==> config.mk <==
export PLATFORM = sky130hd
export DESIGN_NAME = instr_fetch_buffer
export DESIGN_NICKNAME = d
export VERILOG_FILES = /design/src/rtl/instr_fetch_buffer.sv
export SDC_FILE = /design/constraint.sdc
export NUM_CORES = 1
export LEC_CHECK = 0
export ABC_AREA = 1
export BUFFER_PORTS_ARGS = -buffer_cell sky130_fd_sc_hd__buf_2
export CORE_UTILIZATION = 53
export CTS_CLUSTER_DIAMETER = 200
export DETAILED_ROUTE_END_ITERATION = 16
export PLACE_DENSITY = 0.86
export SLEW_MARGIN = 20
export SYNTH_ARGS = -nofsm -noshare
export SYNTH_HDL_FRONTEND = slang
export SYNTH_SLANG_ARGS = --single-unit
==> constraint.sdc <==
create_clock -name clk_i -period 1.8 [get_ports clk_i]
set_clock_uncertainty 0.15 [all_clocks]
set_input_delay 0.45 -clock clk_i [delete_from_list [all_inputs] [get_ports clk_i]]
set_output_delay 0.45 -clock clk_i [all_outputs]
set_load 0.02 [all_outputs]
==> src/rtl/instr_fetch_buffer.sv <==
// Instruction queue between fetch and decode: absorbs responses under decoder
// back-pressure, drops wrong-path responses after a redirect, and raises an early stall.
module instr_fetch_buffer #(
    parameter int XLEN         = 32,
    parameter int DEPTH        = 4,
    parameter int STALL_MARGIN = 1,
    parameter int FLUSH_DROP   = 1
) (
    input  logic                       clk_i,
    input  logic                       rst_ni,
    input  logic                       fetch_valid_i,
    input  logic [XLEN-1:0]            fetch_pc_i,
    input  logic [XLEN-1:0]            fetch_instr_i,
    output logic                       fetch_ready_o,
    output logic                       stall_o,
    input  logic                       flush_i,
    output logic                       instr_valid_o,
    output logic [XLEN-1:0]            instr_pc_o,
    output logic [XLEN-1:0]            instr_o,
    output logic                       instr_fault_o,
    input  logic                       instr_ready_i,
    output logic [$clog2(DEPTH+1)-1:0] count_o
);
    localparam int PTR_W = $clog2(DEPTH);
    localparam int CNT_W = $clog2(DEPTH+1);

    localparam logic [CNT_W:0] DEPTH_C  = (CNT_W+1)'(DEPTH);
    localparam logic [CNT_W:0] MARGIN_C = (CNT_W+1)'(STALL_MARGIN);
    localparam logic [2:0]     DROP_C   = 3'(FLUSH_DROP);

    logic [XLEN-1:0]  pc_q    [DEPTH];
    logic [XLEN-1:0]  instr_q [DEPTH];
    logic             fault_q [DEPTH];

    logic [PTR_W-1:0] wr_ptr_q, wr_ptr_d;
    logic [PTR_W-1:0] rd_ptr_q, rd_ptr_d;
    logic [CNT_W-1:0] count_q, count_d;
    logic [2:0]       drop_cnt_q, drop_cnt_d;

    logic             dropping;
    logic             push;
    logic             pop;
    logic [CNT_W:0]   free_slots;

    assign dropping      = (drop_cnt_q != 3'd0);
    assign fetch_ready_o = (count_q < CNT_W'(DEPTH)) | dropping;
    assign instr_valid_o = (count_q != '0) & ~flush_i;

    assign push = fetch_valid_i & fetch_ready_o & ~flush_i & ~dropping;
    assign pop  = instr_valid_o & instr_ready_i;

    // One extra bit so the subtraction can never wrap for any legal margin.
    assign free_slots = DEPTH_C - {1'b0, count_q};
    assign stall_o    = (free_slots <= MARGIN_C);

    assign instr_pc_o    = pc_q[rd_ptr_q];
    assign instr_o       = instr_q[rd_ptr_q];
    assign instr_fault_o = fault_q[rd_ptr_q];
    assign count_o       = count_q;

    always_comb begin
        wr_ptr_d   = wr_ptr_q;
        rd_ptr_d   = rd_ptr_q;
        count_d    = count_q;
        drop_cnt_d = drop_cnt_q;
        if (flush_i) begin
            wr_ptr_d   = '0;
            rd_ptr_d   = '0;
            count_d    = '0;
            drop_cnt_d = DROP_C;
        end else begin
            if (push) wr_ptr_d = wr_ptr_q + PTR_W'(1);
            if (pop)  rd_ptr_d = rd_ptr_q + PTR_W'(1);
            if (push && !pop)      count_d = count_q + CNT_W'(1);
            else if (pop && !push) count_d = count_q - CNT_W'(1);
            if (dropping) drop_cnt_d = drop_cnt_q - 3'd1;
        end
    end

    always_ff @(posedge clk_i or negedge rst_ni) begin
        if (!rst_ni) begin
            wr_ptr_q   <= '0;
            rd_ptr_q   <= '0;
            count_q    <= '0;
            drop_cnt_q <= '0;
        end else begin
            wr_ptr_q   <= wr_ptr_d;
            rd_ptr_q   <= rd_ptr_d;
            count_q    <= count_d;
            drop_cnt_q <= drop_cnt_d;
        end
    end

    always_ff @(posedge clk_i or negedge rst_ni) begin
        if (!rst_ni) begin
            for (int i = 0; i < DEPTH; i++) begin
                pc_q[i]    <= '0;
                instr_q[i] <= '0;
                fault_q[i] <= 1'b0;
            end
        end else if (push) begin
            pc_q[wr_ptr_q]    <= fetch_pc_i;
            instr_q[wr_ptr_q] <= fetch_instr_i;
            fault_q[wr_ptr_q] <= (fetch_pc_i[1:0] != 2'b00);
        end
    end

endmodule

== Word level (Yosys, flattened, before mapping) ==
Index checks and enable logic that the tools add are counted.

* Add/sub/neg operators: 6
* Reductions and logical operators: 12
* Muxes and demuxes: 25
* Order comparisons: 5
* Bitwise operators: 10

{| class="wikitable"
|+ Operators by type and width
! kind !! number
|-
| $bwmux W128 || 2
|-
| $mux W32 || 5
|-
| $bmux W32 S2 || 2
|-
| $demux W32 S2 || 1
|-
| $mux W3 || 5
|-
| $reduce_bool A3 Y1 || 3
|-
| $mux W2 || 4
|-
| $reduce_bool A2 Y1 || 4
|-
| $ge A3 B3 Y1 const B || 2
|-
| $not A2 Y3 || 2
|-
| $sub A3 B1 Y3 const B || 2
|-
| $and A1 B1 Y1 || 5
|-
| $add A2 B1 Y2 const B || 2
|-
| $bwmux W4 || 1
|-
| $le A4 B1 Y1 const B || 1
|-
| $sub A3 B3 Y4 const A || 1
|-
| $add A3 B1 Y3 const B || 1
|-
| $logic_and A1 B1 Y1 || 3
|-
| $lt A3 B1 Y1 const B || 1
|-
| $lt A3 B3 Y1 const B || 1
|-
| $mux W1 || 3
|-
| $bmux W1 S2 || 1
|-
| $demux W1 S2 || 1
|-
| $logic_not A1 Y1 || 2
|-
| other kinds (2) || 3
|}

* Logic and storage cells: 74
* Register bits: 270
* Output and inout bits: 71
* Input port bits: 69

== Depth between registers and ports, before layout ==
Gate-level depths: netlist (run 1).

* Word-level depth: 10
* Depth in mapped cells: 12
* Gate-level depth less buffers: 12

== Worst setup path before layout (run 1) ==
No wires, ideal clock.

* Kind: flip-flop to flip-flop
* Start point: register count_q[2], in the netlist count_o[2]
* End point: register count_q[2], in the netlist count_o[2]
* Clock period less this slack: 2.315 ns
* Library setup time: 0.124 ns
* Path slack: -0.515 ns
* Stages on the path, launching flop included: 12
* Required time: 1.526 ns
* Path buffers: 0
* Data arrival time: 2.041 ns
* Cells stage by stage: dfrtp_1 > inv_1 > ha_1 > nor2_1 > nand2_1 > nand2_1 > inv_1 > fa_1 > inv_1 > nand3_1 > nand2_1 > o21bai_1

* Elaborated cells on any way between the ends: 18
* Those cells by class: add/sub: 2; order compare: 1; mux: 3; bitwise: 6; reduce/logical: 6

{| class="wikitable"
|+ RTL lines
! element !! RTL line !! source
|-
| start, declared || 37 || <nowiki>logic [CNT_W-1:0] count_q, count_d;</nowiki>
|-
| start signal, assigned || 89 || <nowiki>count_q <= count_d;</nowiki>
|-
| $reduce_bool A3 Y1 (*) || 47 || <nowiki>assign instr_valid_o = (count_q != '0) & ~flush_i;</nowiki>
|-
| $and A1 B1 Y1 (*) || 47 ||
|-
| via instr_valid_o || 17 || <nowiki>output logic instr_valid_o,</nowiki>
|-
| $and A1 B1 Y1 (*) || 50 || <nowiki>assign pop = instr_valid_o & instr_ready_i;</nowiki>
|-
| $logic_not A1 Y1 || 74 || <nowiki>if (push && !pop) count_d = count_q + CNT_W'(1);</nowiki>
|-
| $logic_and A1 B1 Y1 || 74 ||
|-
| $mux W3 || 74 ||
|-
| $mux W3 || 66 || <nowiki>if (flush_i) begin</nowiki>
|}

The timed path passes the listed nets; every way through them passes the cells marked *. The select of a mux whose other input is x is not followed.
A chain may end at the register's enable or synchronous reset.

== Worst setup path in the final report (run 1) ==
* Start point: register rd_ptr_q[0]
* End point: output port instr_pc_o[30]

* Cells in the longest elaborated chain, start to end: 4

{| class="wikitable"
|+ Ends and longest elaborated chain
! element !! RTL line !! source
|-
| start, declared || 36 || <nowiki>logic [PTR_W-1:0] rd_ptr_q, rd_ptr_d;</nowiki>
|-
| start signal, assigned || 88 || <nowiki>rd_ptr_q <= rd_ptr_d;</nowiki>
|-
| $not A2 Y3 (implied by the code) || 56 || <nowiki>assign instr_pc_o = pc_q[rd_ptr_q];</nowiki>
|-
| $bmux W32 S2 || 56 ||
|-
| $mux W32 (implied by the code) (2 in a row) || 56 ||
|-
| end, declared || 18 || <nowiki>output logic [XLEN-1:0] instr_pc_o,</nowiki>
|}

No other way between the ends. The select of a mux whose other input is x is not followed.

==> results of run 1 <==
## flip-flops by register name, indices dropped and copies added, names as in the netlist
| signal | flops |
|---|---|
| drop_cnt_q | 3 |
| rd_ptr_q | 2 |
| fault_q | 4 |
| wr_ptr_q | 2 |
| count_o | 3 |
| instr_q | 128 |
| pc_q | 128 |
## repair_timing
action                     CTS  global route
pin swaps                   16            13
cloned                       4             9
hold endpoints to repair    36             0
setup endpoints to repair  333           334
gates resized for setup    170           243
buffers inserted             3             4
hold buffers                 1             0
## synthesized netlist by cell type
| master | n | area share |
|---|---|---|
| o21ai_0 | 384 | 0.17 |
| nand2_1 | 283 | 0.091 |
| dfrtp_1 | 270 | 0.58 |
| nor2_1 | 134 | 0.043 |
| inv_1 | 79 | 0.025 |
| o22ai_1 | 66 | 0.035 |
| clkbuf_1 | 56 | 0.018 |
| buf_2 | 38 | 0.016 |
| o21ai_1 | 12 | 0.0052 |
| ha_1 | 7 | 0.0075 |
| buf_6 | 4 | 0.0039 |
| nand3_1 | 3 | 0.0013 |
| a21oi_1 | 2 | 0.00086 |
| o31ai_1 | 2 | 0.0013 |
| fa_1 | 1 | 0.0017 |
| inv_2 | 1 | 0.00032 |
| nor2_4 | 1 | 0.00097 |
| nor3_1 | 1 | 0.00043 |
| o21a_1 | 1 | 0.00065 |
| o21bai_1 | 1 | 0.00065 |
## worst max-delay path by stage
stage	startpoint	end	slack (ns)
floorplan	count_o[2]	count_o[2]	-0.12
global placement	rd_ptr_q[0]	instr_pc_o[10]	-0.23
detailed placement	rd_ptr_q[0]	instr_pc_o[4]	-0.31
CTS	rd_ptr_q[0]	instr_pc_o[23]	-0.72
global route	rd_ptr_q[0]	instr_o[21]	-0.70
finish	rd_ptr_q[0]	instr_pc_o[30]	-0.68
## worst max-delay path, delay by kind of cell (launching register included)
family / cells / cell delay [ns]
flip-flops: 1 / 0.56
buffers and inverters: 2 / 0.36
AO/OA/AOI/OAI: 2 / 0.39
## per-stage QoR
stage               cell area (µm²)  setup TNS, ns
finish                        15600         -50.21
floorplan                     12100         -0.175
global placement              13500          -9.21
global route                  15600         -75.96
CTS                           15000         -46.62
detailed placement            13500         -22.05
## kinds of logic (layout without fill, tap and decap cells)
family          count (synthesis)  in the layout  synth area share
buf+inv                       178            346            0.0641
simple gates                  422            422             0.137
flops                         270            270             0.580
fa+ha+maj                       8              8           0.00924
compound gates                468            468             0.209
other cells                     0              1                 0
## per-layer routing
metal | vias up | wire (µm)
met5 | - | 0
met4 | 0 | 1170
met3 | 112 | 2430
met2 | 519 | 16700
met1 | 5160 | 13600
li1 | 4789 | -
## cell type report
cell class,count,area [µm²]
Sequential cell,270,6770
Tap cell,275,344
Inverter,80,323
Clock buffer,43,838
Multi-Input combinational cell,898,5020
Fill cell,1362,5710
Antenna cell,1,2.50
Timing Repair Buffer,215,2230
Clock inverter,8,51.3
## power by group through the flow
stage / logic (mW) / registers, mW / clock network (mW)
final: 10.8 / 8.10 / 5.57
after global routing: 11.5 / 8.21 / 5.90
after CTS: 9.54 / 7.88 / 5.62
after detailed placement: 7.89 / 7.90 / 0
after global placement: 7.67 / 7.86 / 0
after floorplan: 5.51 / 7.78 / 0
==> results by group, run 1 <==
Finish
  • Finished Layout Cells: 1790
  • Final core occ: 0.732
  • Commonest non-fill, non-tap cells in the layout: 271 x nand2_1, 265 x dfrtp_1, 233 x o21ai_0, 138 x o21ai_1, 80 x nor2_1
  • Commonest non-fill, non-tap cell in the layout: nand2_1
  • Share of layout cells above drive strength 1: 0.287
  • Fin nets: roughly 1600
  • Synth-to-layout area growth: 33.8%

Drt
  • Via density: 5.91
  • Via count: 10580
  • Post-DRT Antenna Nets: 0
  • DRC: 0
  • DR WL/cell: between 15 and 20 µm
  • Final WL: between 30000 and 40000 µm
  • Drt initial violations: ~970
  • DRT Pass-1 Iters: 5

Placement
  • # port buffers: 139
  • Dpl ws: -0.306 ns
  • Hpwl dp: ~18000 µm
  • Routability cong.: roughly 0.8
  • Placed cells: between 1500 and 2000

CTS
  • Total CTS buffers: 28
  • CTS H-Tree Depth: 1
  • Worst-path clk slew: 0.06 ns
  • CTS Sinks: 270
  • Max Root-Sink Buffers: 3
  • Clk_lat worst skew: 0.53 ns
  • Clk root buf: clkbuf_16
  • CTS tree: built

STA
  • Relative slew margins: 0.687
  • Fmax: 404 MHz
  • Final setup fails: a little over 300
  • Worst Max-Slew Pin Slew: 0.470 ns
  • RSZ-0062 raised after global routing: yes
  • Period minus WS final: 2.48 ns
  • Hold Vio Cnt, Final: 0
  • Fin. max-slew vios: 0
  • Period utilisation layout: 1.38
  • Worst setup margin: -0.677 ns
  • Fin Hold WS: 0.0659 ns

Critical path
  • WS Path Type: reg -> out
  • Cell Chain, Critical Path: buf_16 > o21ai_0 > o22ai_2 > buf_6
  • Worst r2r path cells: 10
  • Req. time, crit path: 1.20 ns
  • CP max stage cell: dfrtp_4
  • R2R Path Start: drop_cnt_q[0]
  • Startpoint types: register
  • Arr. time, crit path: 1.88 ns
  • Crit. End Element: output port
  • Reg2reg end: instr_q[85]
  • CP max FO: 40
  • Worst path max stage delay: 0.56 ns
  • Reg2reg setup slack: -0.14 ns

Synth
  • Sequential area share after synthesis: 0.580
  • Synthesized instance count: 1346
  • Yosys cell types: 20
  • Syn Area/Cell: 8.65 µm²
  • Synth Cell Area: ~12000 µm²
  • Syn nets: between 1000 and 1500
  • #FFs+latches synth: 270
  • YS warnings: 0

Die
  • Row cnt: 53
  • Die ar.: 22600 µm²
  • I/O pin total: 140
  • Core area: 21300 µm²
  • Die span in y: ~150 µm
  • Initial Util: 0.547
  • Die width: 150 µm

Power and ir drop
  • NetSw: 9.18 mW
  • P_int: 15.3 mW
  • Design Power: 24.4 mW
  • Flop pwr share: 0.332
  • Peak VDD IR: around 0.0011 V
  • P per Cell Area: ~1600 nW/µm²
  • Comb pwr share: 0.440
  • Leakage power: 7.52 nW
  • Clock network fraction of total power: 0.228
  • Switching share of power: 0.375

GRT
  • Pin count of the biggest net entering global routing: 54
  • Vias in the first global route: 10249
  • Global-route met2 utilization: 0.482
  • GRT overflow: 0
  • GR peak layer: met2
  • First-pass GRT wire length: between 50000 and 60000 µm
  • GR Layer Usage met1: 0.373
  • Overall routing resource usage: 0.284
  • Met3 usage: 0.0406
  • Initial antenna violation count: 0

Hold path
  • Hold path startpoint: fetch_instr_i[18]
  • Hold path depth: 3
  • Hold Path Class: in -> reg
  • Endpoint, Worst Hold: instr_q[82]

Run
  • Max-cap violations: 0

Run status
  • Status: complete, but fails checks
  • Failing checks: setup timing
Power figures use the tool's default switching activity.
==> inputs of run 2 (changes only) <==
BUFFER_PORTS_ARGS = -buffer_cell sky130_fd_sc_hd__buf_4   (was -buffer_cell sky130_fd_sc_hd__buf_2)
==> results by group, run 2 (synthesis gave the netlist of run 1 again) <==
Critical path
  • Startpoint types: register (unchanged)
  • Levels on crit path: 5 (was 4)
  • Reg2reg setup slack: -0.44 ns (was -0.14 ns)
  • Reg2reg end: pc_q[19] (was instr_q[85])
  • CP max stage cell: dfrtp_4 (unchanged)
  • Arr. time, crit path: 1.95 ns (was 1.88 ns)
  • Crit. End Element: output port (unchanged)
  • Worst r2r path cells: 11 (was 10)
  • Delay-heaviest family, CP: flip-flops (unchanged)
  • R2R Path Start: drop_cnt_q[0] (unchanged)
  • Cell Chain, Critical Path: inv_8 > buf_16 > o21ai_0 > o22ai_2 > buf_6 (was buf_16 > o21ai_0 > o22ai_2 > buf_6)
  • WS Path Type: reg -> out (unchanged)
  • CP Launch Point: rd_ptr_q[0] (unchanged)
  • Req. time, crit path: 1.20 ns (about the same)
  • CP bufs+invs: 3 (was 2)
  • CP max FO: 50 (was 40)
  • Worst path max stage delay: 0.54 ns (was 0.56 ns)
  • Worst setup path endpoint: instr_o[5] (was instr_pc_o[30])

CTS
  • CTS Sinks: 270 (unchanged)
  • CTS H-Tree Depth: 1 (unchanged)
  • Total CTS buffers: 28 (unchanged)
  • Clk_lat worst skew: 0.54 ns (was 0.53 ns)
  • Worst-path clk slew: 0.07 ns (was 0.06 ns)
  • CTS tree: built (unchanged)
  • Max Root-Sink Buffers: 3 (unchanged)
  • Clk root buf: clkbuf_16 (unchanged)

STA
  • Worst Max-Slew Pin Slew: 0.778 ns (was 0.470 ns)
  • Period minus WS final: 2.55 ns (was 2.48 ns)
  • Final setup fails: 336 (was 302)
  • Fmax: 392 MHz (was 404 MHz)
  • Worst setup margin: -0.754 ns (was -0.677 ns)
  • Fin. max-slew vios: 0 (unchanged)
  • Hold Vio Cnt, Final: 0 (unchanged)
  • RSZ-0062 raised after global routing: yes (unchanged)
  • Fin Hold WS: 0.0538 ns (was 0.0659 ns)
  • Relative slew margins: 0.481 (was 0.687)
  • Period utilisation layout: 1.42 (was 1.38)

Finish
  • Commonest non-fill, non-tap cells in the layout: 265 x dfrtp_1, 257 x o21ai_0, 233 x nand2_1, 131 x buf_4, 128 x nor2_1 (was 271 x nand2_1, 265 x dfrtp_1, 233 x o21ai_0, 138 x o21ai_1, 80 x nor2_1)
  • Fin nets: 1610 (was 1570)
  • Area of the multi-input gates: 5280 µm² (was 5020 µm²)
  • Register area: 6770 µm² (unchanged)
  • Layout fillers: 1188 (was 1362)
  • Synth-to-layout area growth: 43.0% (was 33.8%)
  • Antenna fix cells: 0 (was 1)
  • Commonest non-fill, non-tap cell in the layout: dfrtp_1 (was nand2_1)
  • Regs by FF count: instr_q x128, pc_q x128, fault_q x4 (unchanged)
  • Share of layout cells above drive strength 1: 0.314 (was 0.287)

Placement
  • Dpl ws: -0.153 ns (was -0.306 ns)
  • Routability cong.: 0.811 (was 0.808)
  • Hpwl dp: 18700 µm (was 18200 µm)
  • # port buffers: 139 (unchanged)

Drt
  • Via density: 6.09 (was 5.91)
  • DR WL/cell: 20.9 µm (was 18.9 µm)
  • Via count: 11126 (was 10580)
  • DRT Pass-1 Iters: 7 (was 5)
  • DRC: 0 (unchanged)
  • Final WL: 38200 µm (was 33900 µm)
  • Drt initial violations: 1073 (was 965)
  • Post-DRT Antenna Nets: 0 (unchanged)

Die
  • Core area: 21300 µm² (unchanged)
  • Row cnt: 53 (unchanged)
  • Initial Util: 0.547 (unchanged)
  • Die ar.: 22600 µm² (unchanged)
  • Die width: 150 µm (unchanged)
  • Die span in y: 150 µm (unchanged)
  • I/O pin total: 140 (unchanged)

Run status
  • Failing checks: setup timing (unchanged)
  • Status: complete, but fails checks (unchanged)

GRT
  • Initial antenna violation count: 0 (unchanged)
  • Pin count of the biggest net entering global routing: 68 (was 54)
  • Overall routing resource usage: 0.270 (was 0.284)
  • GRT overflow: 0 (unchanged)
  • Vias in the first global route: 9974 (was 10249)
  • First-pass GRT wire length: 48800 µm (was 50900 µm)

Power and ir drop
  • P per Cell Area: 1420 nW/µm² (was 1570 nW/µm²)
  • Leakage power: 7.99 nW (was 7.52 nW)
  • Peak VDD IR: 0.00114 V (was 0.00106 V)

Run
  • Max-cap violations: 0 (unchanged)

Hold path
  • Hold Path Class: in -> reg (unchanged)
-- run 2: cell types whose count changed in the layout (fill, tap and decap cells not counted), moves of 25 or more --
| cell | previous run | this run |
|---|---|---|
| buf_4 | 37 | 131 |
| buf_2 | 77 | 0 |
| nor2_1 | 80 | 128 |
| o21ai_1 | 138 | 90 |
| nand2_1 | 271 | 233 |
| clkbuf_16 | 36 | 64 |
| nand2_4 | 5 | 31 |
| nor2_2 | 29 | 4 |
-- run 2: power breakdown --
| part | total (mW) | leakage (nW) | internal [mW] | switching [mW] |
|---|---|---|---|---|
| logic | 10.1 | 3.92 | 4.41 | 5.68 |
| clock network | 5.54 | 0.422 | 3.11 | 2.43 |
| registers | 7.98 | 3.65 | 7.21 | 0.768 |
| total | 23.6 | 7.99 | 14.7 | 8.88 |
-- run 2: tightest hold or removal path, stage by stage --
cell	delay (ns)
buf_4	0.08
inv_1	0.05
o21ai_1	0.12
-- run 2: area by class of cell --
type,count,area share
multi-input combinational,906,0.317
tap,275,0.0207
timing repair buffer,247,0.185
inverter,80,0.0189
clock inverter,10,0.00368
sequential,270,0.406
clock buffer,40,0.0485
-- run 2: how the worst min path moves through the flow --
| stage | from | end | slack (ns) | cells after the start |
|---|---|---|---|---|
| finish | fetch_instr_i[16] | instr_q[80] | 0.05 | 3 |
| global route | fetch_instr_i[16] | instr_q[80] | 0.06 | 3 |
| CTS | fetch_instr_i[16] | instr_q[80] | 0.04 | 3 |
| detailed placement | rst_ni | pc_q[41] | 0.23 | 1 |
| global placement | rst_ni | pc_q[41] | 0.22 | 1 |
| floorplan | rst_ni | count_o[0] | 0.004 | 0 |
-- run 2: stage by stage --
stage	std cells	utilization	area, µm²	TNS (ns)	power (mW)
after floorplan	1346	-	12100	-0.175	13.3
after global placement	1719	0.648	13800	-4.05	16.2
after detailed placement	1719	0.648	13800	-14.59	16.5
after CTS	1771	0.698	14900	-45.67	22.5
after global routing	1828	0.782	16600	-148.46	24.6
final	1828	0.782	16600	-120.06	23.6
-- run 2: what timing repair did --
action,in CTS,in global routing
setup buffers,0,9
setup endpoints to repair,333,333
pin swaps,7,16
hold buffers,1,0
resized for setup,96,239
gates cloned,1,48
hold endpoints to repair,31,0
-- run 2: layer usage --
| layer | track usage | share of wire | vias to the layer above |
|---|---|---|---|
| li1 | - | - | 4897 |
| met1 | 0.366 | 0.38 | 5410 |
| met2 | 0.446 | 0.49 | 699 |
| met3 | 0.0321 | 0.094 | 120 |
| met4 | 0.105 | 0.037 | 0 |
| met5 | 0 | 0 | - |
